File: src/rtl/apb_master_fsm.sv
`default_nettype none
// ============================================================================
// Module      : apb_master_fsm
// Description : AHB-to-APB bridge master state machine. Turns AHB transfers
//               into APB setup/enable cycles, supports pipelined back-to-back
//               writes, and times out slaves that hold Pready low too long.
// Revision    : 1.0 - initial release
// ============================================================================
module apb_master_fsm #(
  parameter int ADDR_W   = 32,
  parameter int DATA_W   = 32,
  parameter int NSLV     = 3,
  parameter int WAIT_MAX = 15
) (
  input  logic              Hclk,
  input  logic              Hreset,
  input  logic              valid,
  input  logic              Hwrite,
  input  logic              Hwritereg,
  input  logic [ADDR_W-1:0] Haddr,
  input  logic [ADDR_W-1:0] Haddr1,
  input  logic [DATA_W-1:0] Hwdata,
  input  logic [DATA_W-1:0] Hwdata1,
  input  logic [NSLV-1:0]   tempselx,
  input  logic [DATA_W-1:0] Prdata,
  input  logic              Pready,
  input  logic              Pslverr,
  output logic [NSLV-1:0]   Pselx,
  output logic              Penable,
  output logic              Pwrite,
  output logic [ADDR_W-1:0] Paddr,
  output logic [DATA_W-1:0] Pwdata,
  output logic              Hreadyout,
  output logic [DATA_W-1:0] Hrdata,
  output logic              Hresp
);

  localparam int              CNT_W    = (WAIT_MAX < 1) ? 1 : $clog2(WAIT_MAX + 1);
  localparam logic [CNT_W-1:0] WAIT_LIM = CNT_W'(WAIT_MAX);

  localparam logic [2:0] ST_IDLE     = 3'd0;
  localparam logic [2:0] ST_READ     = 3'd1;
  localparam logic [2:0] ST_RENABLE  = 3'd2;
  localparam logic [2:0] ST_WWAIT    = 3'd3;
  localparam logic [2:0] ST_WRITE    = 3'd4;
  localparam logic [2:0] ST_WENABLE  = 3'd5;
  localparam logic [2:0] ST_WRITEP   = 3'd6;
  localparam logic [2:0] ST_WENABLEP = 3'd7;

  logic [2:0]        state_q, state_d;
  logic [NSLV-1:0]   pselx_q;
  logic              penable_q;
  logic              pwrite_q;
  logic [ADDR_W-1:0] paddr_q;
  logic [DATA_W-1:0] pwdata_q;
  logic [DATA_W-1:0] hrdata_q;
  logic [CNT_W-1:0]  cnt_q, cnt_d;

  logic       w_in_enable;
  logic       w_timeout;
  logic       w_done;
  logic [2:0] w_decode;

  // Write data is taken from Hwdata during the data phase, so the pipelined
  // copy is not needed by this bridge.
  logic unused_hwdata1;
  assign unused_hwdata1 = ^Hwdata1;

  assign w_in_enable = (state_q == ST_RENABLE) || (state_q == ST_WENABLE) ||
                       (state_q == ST_WENABLEP);
  // A slave that keeps Pready low for WAIT_MAX waits is cut off on the next cycle.
  assign w_timeout   = w_in_enable && !Pready && (cnt_q == WAIT_LIM);
  assign w_done      = w_in_enable && (Pready || w_timeout);
  assign w_decode    = !valid ? ST_IDLE : (Hwrite ? ST_WWAIT : ST_READ);

  // AHB response is driven straight from the completing enable cycle.
  assign Hreadyout = (state_q == ST_IDLE) || (state_q == ST_WWAIT) || w_done;
  assign Hresp     = w_in_enable && ((Pready && Pslverr) || w_timeout);

  assign Pselx   = pselx_q;
  assign Penable = penable_q;
  assign Pwrite  = pwrite_q;
  assign Paddr   = paddr_q;
  assign Pwdata  = pwdata_q;
  assign Hrdata  = hrdata_q;

  // Next-state decode.
  always_comb begin
    state_d = state_q;
    case (state_q)
      ST_IDLE:     state_d = w_decode;
      ST_READ:     state_d = ST_RENABLE;
      ST_RENABLE:  if (w_done) state_d = w_decode;
      ST_WWAIT:    state_d = valid ? ST_WRITEP : ST_WRITE;
      ST_WRITE:    state_d = ST_WENABLE;
      ST_WRITEP:   state_d = ST_WENABLEP;
      ST_WENABLE:  if (w_done) state_d = w_decode;
      ST_WENABLEP: if (w_done) state_d = !Hwritereg ? ST_READ :
                                         (valid ? ST_WRITEP : ST_WRITE);
      default:     state_d = ST_IDLE;
    endcase
  end

  // Wait counter runs only while an enable cycle is stalled; any other cycle clears it.
  always_comb begin
    cnt_d = '0;
    if (w_in_enable && !w_done) cnt_d = cnt_q + CNT_W'(1);
  end

  // State and wait-counter registers.
  always_ff @(posedge Hclk) begin
    if (Hreset) begin
      state_q <= ST_IDLE;
      cnt_q   <= '0;
    end else begin
      state_q <= state_d;
      cnt_q   <= cnt_d;
    end
  end

  // APB request registers: loaded on entry to a setup state, held through enable.
  always_ff @(posedge Hclk) begin
    if (Hreset) begin
      pselx_q   <= '0;
      penable_q <= 1'b0;
      pwrite_q  <= 1'b0;
      paddr_q   <= '0;
      pwdata_q  <= '0;
    end else begin
      case (state_d)
        ST_READ: begin
          pselx_q   <= tempselx;
          paddr_q   <= Haddr;
          pwrite_q  <= 1'b0;
          penable_q <= 1'b0;
        end
        ST_WRITE, ST_WRITEP: begin
          pselx_q   <= tempselx;
          paddr_q   <= Haddr1;
          pwdata_q  <= Hwdata;
          pwrite_q  <= 1'b1;
          penable_q <= 1'b0;
        end
        ST_RENABLE, ST_WENABLE, ST_WENABLEP: begin
          penable_q <= 1'b1;
        end
        default: begin
          pselx_q   <= '0;
          penable_q <= 1'b0;
        end
      endcase
    end
  end

  // Read data is captured whenever a read enable cycle sees Pready, error or not.
  always_ff @(posedge Hclk) begin
    if (Hreset) begin
      hrdata_q <= '0;
    end else if ((state_q == ST_RENABLE) && Pready) begin
      hrdata_q <= Prdata;
    end
  end

endmodule
`default_nettype wire

File: config.mk
export PLATFORM = sky130hd
export DESIGN_NAME = apb_master_fsm
export DESIGN_NICKNAME = d
export VERILOG_FILES = /design/src/rtl/apb_master_fsm.sv
export SDC_FILE = /design/constraint.sdc
export NUM_CORES = 1
export LEC_CHECK = 0
export CELL_PAD_IN_SITES_DETAIL_PLACEMENT = 1
export CELL_PAD_IN_SITES_GLOBAL_PLACEMENT = 1
export CORE_ASPECT_RATIO = 0.7
export CORE_MARGIN = 10
export CORE_UTILIZATION = 24
export CTS_BUF_LIST = sky130_fd_sc_hd__clkbuf_2 sky130_fd_sc_hd__clkbuf_4 sky130_fd_sc_hd__clkbuf_8
export DETAILED_ROUTE_END_ITERATION = 10
export PLACE_DENSITY = 0.89
export SLEW_MARGIN = 20
export SYNTH_ARGS = -nofsm -noshare
export SYNTH_HDL_FRONTEND = slang
export SYNTH_SLANG_ARGS = --single-unit
File: constraint.sdc
create_clock -name Hclk -period 1.75 [get_ports Hclk]
set_clock_uncertainty 0.15 [all_clocks]
set_input_delay 0.2625 -clock Hclk [delete_from_list [all_inputs] [get_ports Hclk]]
set_output_delay 0.2625 -clock Hclk [all_outputs]
set_load 0.05 [all_outputs]
# Yosys cells after proc, flatten, opt, wreduce, memory -nomap -nowiden
# Index checks and enable logic that the tools add are counted.
# Widths: inputs -> output; s select.
[totals]
reg_bits = 108
input_bits = 170
output_inout_bits = 103
wordCells = 57
[op_classes]
n_addsub = 1
n_eq_ne = 14
n_mux = 11
bitwise_logic = 1
n_reduce_logical = 22
[ops]
columns = ["op", "count"]
rows = [
  ["$pmux 32 s2", 1],
  ["$eq 3x3->1 const B", 8],
  ["$pmux 3 s7", 1],
  ["$eq 3x2->1 const B", 3],
  ["$mux 3", 3],
  ["$logic_and 1x1->1", 7],
  ["$eq 3x1->1 const B", 2],
  ["$logic_or 1x1->1", 6],
  ["$mux 2", 3],
  ["$pmux 3 s2", 1],
  ["$reduce_or 2->1", 3],
  ["$reduce_or 3->1", 2],
  ["$add 4x1->4 const B", 1],
  ["$eq 4x4->1 const B", 1],
  ["$logic_not 3->1", 1],
  ["$logic_not 1->1", 2],
  ["$pmux 1 s2", 1],
  ["$reduce_bool 2->1", 1],
  ["$mux 1", 1],
  ["$not 1->1", 1],
]

# Depth between registers and ports, before layout
# Gate-level depths: netlist (run 1).
[depth]
ltp_word = 12
ltp_mapped = 7
ltp_nobuf = 5

# Least setup slack after synthesis (run 1)
# No wires, ideal clock.
[synth_path]
path_kind = "register -> output"
startpoint = "register cnt_q[0]"
endpoint = "output Hreadyout"
arrival_ps = 1676
required_ps = 1337
slack_ps = -338
path_stages_with_launch = 6
path_cell_list = "dfxtp_1 > ha_1 > a31o_2 > buf_4 > a21boi_0 > nor2_1"
[synth_via]
elab_chain_cells = 5
[synth_rtl]
columns = ["item", "line_no", "rtl"]
rows = [
  ["from (decl)", "57", "logic [CNT_W-1:0] cnt_q, cnt_d;"],
  ["from (signal assigned)", "117", "cnt_q <= cnt_d;"],
  ["$eq 4x4->1", "72", "assign w_timeout = w_in_enable && !Pready && (cnt_q == WAIT_LIM);"],
  ["$logic_and 1x1->1", "72", ""],
  ["$logic_or 1x1->1", "73", "assign w_done = w_in_enable && (Pready || w_timeout);"],
  ["$logic_and 1x1->1", "73", ""],
  ["$logic_or 1x1->1", "77", "assign Hreadyout = (state_q == ST_IDLE) || (state_q == ST_WWAIT) || w_done;"],
  ["to (decl)", "33", "output logic Hreadyout,"],
]
# No other way between the ends.

# Worst setup path in the final report (run 1)
[layout_path]
startpoint = "register state_q[1]"
endpoint = "register paddr_q[1], in the netlist Paddr[1]"
[layout_via]
elab_chain_cells = 12
[layout_rtl]
columns = ["item", "line_no", "rtl"]
rows = [
  ["from (decl)", "50", "logic [2:0] state_q, state_d;"],
  ["from (signal assigned)", "116", "state_q <= state_d;"],
  ["$eq 3x2->1 or $eq 3x3->1 (tied branches)", "69, 90", ""],
  ["$logic_or 1x1->1 (2 in series)", "69", "assign w_in_enable = (state_q == ST_RENABLE) || (state_q == ST_WENABLE) ||"],
  ["$logic_and 1x1->1 (2 in series)", "72", ""],
  ["$logic_or 1x1->1", "73", ""],
  ["$logic_and 1x1->1", "73", ""],
  ["$mux 3 (on tied branches)", "98, 93, 97", ""],
  ["$pmux 3 s7 (*)", "90", "case (state_q)"],
  ["$eq 3x3->1", "130", "case (state_d)"],
  ["$reduce_or 2->1", "--", ""],
  ["$pmux 32 s2 or $reduce_bool 2->1 (tied branches)", "--", ""],
  ["to (signal assigned)", "133", "paddr_q <= Haddr;"],
  ["to (signal assigned)", "139", "paddr_q <= Haddr1;"],
  ["to (decl)", "54", "logic [ADDR_W-1:0] paddr_q;"],
]
# Every way passes the cells marked *; elsewhere a longest branch is shown, timed or not.
# A chain may end at the register's enable or synchronous reset.

==> results.toml, run 1 <==
[status]
status = "complete, but fails checks"
violations = "setup timing"

[global_routing]
grt_pass1_wl_mm = 33.1
grt_pass1_vias = 5640
antenna_found_initial = 0
grt_start_max_net_pins = 64
grt_usage_pct = 17.0
overflow = 0

[power_and_ir_drop]
power_w = 0.00631
powerDensity_nw_per_um2 = 709
irDropWorstVdd_uv = 400
static-leakage-power_nw = 3.41

[clocking]
cts.sinks = 108
cts_tree = "done"
cts-root-buf = "clkbuf_8"
numCtsBuffers = 9
htree_levels = 3
clkSlewWorstSetupHoldPaths_ns = 0.11
clk_latency_ns = 0.39
cts_buffer_depth = 2

[synthesis]
ys.flop_type = "dfxtp_1"
synth_area_leader_cell = "dfxtp_1"
synth-seq-cells = 108
netlist.area_leader.share_pct = 48.5
yosysWarnings = 0
synth_cells = 542
synth_edf_count = 0
async_flop_share_pct = 0
yosysSeqAreaShare_pct = 48.5
avgSynthCellArea_um2 = 8.23
ys_types = 42
ys_top_cells_by_area = "dfxtp_1 48%, nand2_1 11%, a21oi_1 8.0%"
syn_nets = 713
netlist_area_um2 = 4460

[sta]
min_period_over_period_pct = 113
max_freq_mhz = 504
worstMarginPinSlew_ns = 0.439
min_period_ns = 1.98
drv_slew = 0
hold_ws_ns = 0.0879
slew-limit-headroom_pct = 70.7
setup_viol = 103
fin_ws_ns = -0.234
rsz0062_at_grt = "yes"
setup_tns_ns = -13.91
hold_viol = 0

[routing]
firstDrtPassIters = 4
wire_per_inst_um = 22.9
vias = 5303
drtAntennaViolNets = 0
wl_mm = 24.5
drc = 0
vias_per_cell = 4.95
first_iter_violations = 279

[critical_path]
reg2reg_depth = 8
arrival_ns = 2.10
r2r_setup_slack_ns = -0.23
worstReg2RegStart = "state_q[1]"
cp_max_fo = 8
cpPeakStageDelay_ns = 0.38
endpoint_kind = "flip-flop"
r2r-end = "Paddr[1]"
crit_type = "reg -> reg"
startpoint_type = "flip-flop"
worst_path_max_delay_cell = "dfxtp_4"
cp_cell_sequence = "buf_6 > buf_4 > nor3b_4 > o32ai_4 > buf_12 > clkbuf_16 > o21ai_0 > a31oi_1"
worstPathRequired_ns = 1.87

[hold_path]
hold_path.class = "in -> reg"
holdPathEnd = "Hrdata[8]"
worstHoldStart = "Hreset"
holdPathStages = 3

[floorplanning]
io_pins = 273
rows = 41
die_h_um = 134
die-area_um2 = 24500
coreArea_um2 = 18100
die_w_um = 183
start_util_pct = 24.6

[placement]
routabilityCongestion = 0.817
dp.cells = 1007
io_buffer_count = 240
hpwl_mm = 14.0

[final_layout]
layout.nets = 1003
insertedDiodeCount = 0
fin_cells = 1072
fillCellCount = 1993
final_core_util_pct = 49.2
drive_above_1_share_pct = 43.1
syn_to_final_growth_pct = 99.6

[flow_run]
drv_cap = 0
worst max-delay path by stage:
| stage | start | endpoint | slack, ns | cells past startpoint |
|---|---|---|---|---|
| finish | state_q[1] | Paddr[1] | -0.23 | 8 |
| global route | state_q[1] | Paddr[1] | -0.34 | 8 |
| CTS | cnt_q[0] | Hreadyout | -0.22 | 5 |
| detailed placement | valid | Paddr[26] | -0.47 | 6 |
| global placement | valid | Paddr[23] | -0.34 | 6 |
| floorplan | cnt_q[0] | Paddr[10] | 0.0007 | 7 |
cells by family after synthesis:
| kind of cell | share of synthesized area, % |
|---|---|
| adder cells (fa/ha/maj) | 0.280 |
| AND/OR/NAND/NOR | 18.8 |
| flip-flops | 48.5 |
| buffers and inverters | 7.55 |
| AO/OA/AOI/OAI | 24.3 |
| multiplexers | 0.252 |
| XOR/XNOR | 0.393 |
per-stage QoR:
step                instance area (um2)  worst slack (ns)
floorplan                          4480          0.000747
global placement                   7050            -0.337
detailed placement                 7050            -0.466
CTS                                8120            -0.225
global route                       8900            -0.337
finish                             8900            -0.234
Yosys cell counts, types with 3 or more instances:
master,number
o21ai_1,30
buf_6,13
o21ai_0,40
nand2_1,132
buf_4,6
nand3_1,35
nor2_1,9
a32o_1,3
buf_2,17
a21oi_1,71
dfxtp_1,108
a31oi_1,33
clkbuf_1,13
sequential cells by signal, indices dropped and copies added (netlist names):
signal,count
Hrdata,32
Pselx,3
cnt_q,4
Pwdata,32
Penable,1
state_q,3
Pwrite,1
Paddr,32
power by group:
group,internal [W],switching [W]
Combinational,0.000980,0.00116
Clock,0.000556,0.000934
Sequential,0.00259,0.0000981
placed cells by master, fill, tap and decap left out, drive strengths merged, types with 2 or more instances in the layout:
cell type	n
nand2	132
o21ai	71
buf	184
clkdlybuf4s50	136
inv	3
nor2	9
clkinv	3
a31o	2
or3	2
and4b	2
clkinvlp	2
nand2b	2
a32o	3
dfxtp	108
nand3	35
nor3b	2
o22ai	2
a21oi	71
a31oi	35
clkbuf	17
final cells by class:
class                   instances  area (um2)  share of cell area (%)
repair buffers                328        3540                    39.8
multi-input cells             382        2700                    30.4
flip-flops and latches        108        2180                    24.5
well taps                     236         295                    3.32
clock buffers                  10         138                    1.55
clock inverters                 5        37.5                   0.422
inverters                       3        13.8                   0.155
worst max-delay path: cells and delay by family, from the launching register on:
kind            cells  cell delay (ns)
compound gates      3             0.44
buf+inv             4             0.60
flops               1             0.38
simple gates        1             0.28
routing by layer:
layer / vias up / share of wire [%] / track usage (%)
li1: 2481 / - / -
met1: 2622 / 43 / 20.4
met2: 180 / 49 / 28.4
met3: 20 / 6.9 / 6.10
met4: 0 / 1.2 / 3.76
met5: - / 0 / 0
timing repair:
item | CTS | global route
cloned | 13 | 9
endpoints found under the setup margin | 108 | 109
setup buffers | 26 | 5
gates resized for setup | 61 | 163
pin swaps | 49 | 95
hold buffers | 0 | 0
No activity file was read; power rests on OpenSTA's default activity.
==> inputs of run 2 (changes only) <==
--- a/config.mk
+++ b/config.mk
@@ -13,6 +13,7 @@
 export CTS_BUF_LIST = sky130_fd_sc_hd__clkbuf_2 sky130_fd_sc_hd__clkbuf_4 sky130_fd_sc_hd__clkbuf_8
 export DETAILED_ROUTE_END_ITERATION = 10
 export PLACE_DENSITY = 0.89
+export RECOVER_POWER = 50
 export SLEW_MARGIN = 20
 export SYNTH_ARGS = -nofsm -noshare
 export SYNTH_HDL_FRONTEND = slang
==> run 2 against run 1 <==
Net effect: the flow still finishes with violations (setup timing); final cell count is the same; via count increased by 0.11%; worst hold slack got worse by 0.0049 ns; die area unchanged; critical endpoint unchanged; largest power group unchanged.
==> results.toml, run 2 (same netlist as run 1, synthesis figures left out) <==
[placement]
routabilityCongestion = 0.817
hpwl_mm = 14.0
io_buffer_count = 240

[power_and_ir_drop]
p_switching_w = 0.00219
switching_share_pct = 34.9
power.internal_w = 0.00408
irDropWorstVdd_uv = 397
comb_power_share_pct = 33.4
static-leakage-power_nw = 3.37
powerDensity_nw_per_um2 = 715
pwr-share-seq_pct = 42.8
p_clk_share_pct = 23.8

[clocking]
htree_levels = 3
numCtsBuffers = 9
cts_buffer_depth = 2
cts-root-buf = "clkbuf_8"
cts_tree = "done"
clkSlewWorstSetupHoldPaths_ns = 0.11
clk_latency_ns = 0.38
cts.sinks = 108
hold_buffers = 0

[critical_path]
endpoint_kind = "flip-flop"
arrival_ns = 2.11
worst_path_max_delay_cell = "dfxtp_4"
startpoint_type = "flip-flop"
critical_path.top_delay_family = "buffers and inverters"
cp_max_fo = 8
cpPeakStageDelay_ns = 0.38
crit_path_start = "state_q[1]"
crit_type = "reg -> reg"
worstPathRequired_ns = 1.87
cp_cell_sequence = "buf_6 > buf_4 > nor3b_4 > o32ai_4 > buf_12 > clkbuf_16 > o21ai_0 > a31oi_1"
cp_num_buf_inv = 4
worstReg2RegStart = "state_q[1]"

[final_layout]
fillCellCount = 1994
final_core_util_pct = 48.4
final_cell_mix = "136 x clkdlybuf4s50_1, 102 x dfxtp_1, 79 x buf_4, 62 x nand2_1, 53 x clkbuf_2"
layout_commonest_cell = "clkdlybuf4s50_1"
insertedDiodeCount = 0
layout.nets = 1003
syn_to_final_growth_pct = 96.6
multi_input_area_um2 = 2700
drive_above_1_share_pct = 43.1
seq_area_um2 = 2180

[sta]
hold_viol = 0
fin_ws_ns = -0.239
slew-limit-headroom_pct = 70.7
setup_tns_ns = -13.99
rsz0062_at_grt = "yes"
drv_slew = 0
min_period_over_period_pct = 114
hold_ws_ns = 0.0830
max_freq_mhz = 503
setup_viol = 103
min_period_ns = 1.99
worstMarginPinSlew_ns = 0.439

[floorplanning]
rows = 41
die-area_um2 = 24500
die_w_um = 183
coreArea_um2 = 18100
io_pins = 273
start_util_pct = 24.6
die_h_um = 134

[global_routing]
grt_usage_pct = 17.0
antenna_found_initial = 0
grt_start_max_net_pins = 64
overflow = 0
grt_pass1_vias = 5640
grt_pass1_wl_mm = 33.1

[routing]
wl_mm = 24.5
drc = 0
firstDrtPassIters = 4
first_iter_violations = 237
wire_per_inst_um = 22.8
vias_per_cell = 4.95
drtAntennaViolNets = 0
vias = 5309

[hold_path]
hold_path.class = "in -> reg"
worstHoldStart = "Hreset"

[flow_run]
drv_cap = 0

[status]
status = "complete, but fails checks"
violations = "setup timing"
==> run 2: cell types whose count changed in the layout (fill, tap and decap cells not counted) <==
cell      previous run  this run
buf_4              132        79
clkbuf_2             0        53
==> run 2: layout make-up <==
type	instances	share of cell area, %
multi-input combinational	382	30.8
clock buffer	10	1.57
clock inverter	5	0.428
timing repair buffer	328	38.8
sequential	108	24.8
tap	236	3.37
inverter	3	0.157
==> run 2: path summary, 6_finish.rpt <==
check	to	slack, ns	cells after the start
setup reg to reg	Paddr[1]	-0.24	8
hold / removal	Hrdata[8]	0.08	3
hold reg to reg	Pwdata[17]	0.31	2
setup / recovery	Paddr[1]	-0.24	8
==> run 2: power by group through the flow <==
stage	Clock [W]	Sequential, W	Combinational, W
global placement	0	0.00272	0.00158
finish	0.00149	0.00268	0.00209
floorplan	0	0.00313	0.000453
detailed placement	0	0.00273	0.00161
CTS	0.00155	0.00266	0.00191
global route	0.00165	0.00270	0.00220
==> run 2: what timing repair did <==
action,4_1_cts,5_1_grt
setup buffers,26,5
gates cloned,13,9
resized for setup,61,163
pin swaps,49,95
setup endpoints to repair,108,109
==> run 2: worst min-delay path, cell delays in order <==
cell	delay (ns)
buf_2	0.10
buf_4	0.17
a21oi_2	0.04
==> run 2: stage by stage <==
step | worst slack [ns] | instances | total power, W | instance area [um2]
floorplan | 0.000747 | 542 | 0.00359 | 4480
global placement | -0.337 | 1007 | 0.00430 | 7050
detailed placement | -0.466 | 1007 | 0.00433 | 7050
CTS | -0.225 | 1061 | 0.00611 | 8120
global route | -0.337 | 1072 | 0.00655 | 8770
finish | -0.239 | 1072 | 0.00627 | 8770
==> run 2: routing by layer <==
metal,global-route usage [%],up-vias,share of wire (%)
li1,-,2482,-
met1,20.4,2621,43
met2,28.4,188,49
met3,6.10,18,7.2
met4,3.76,0,1.2
met5,0,-,0
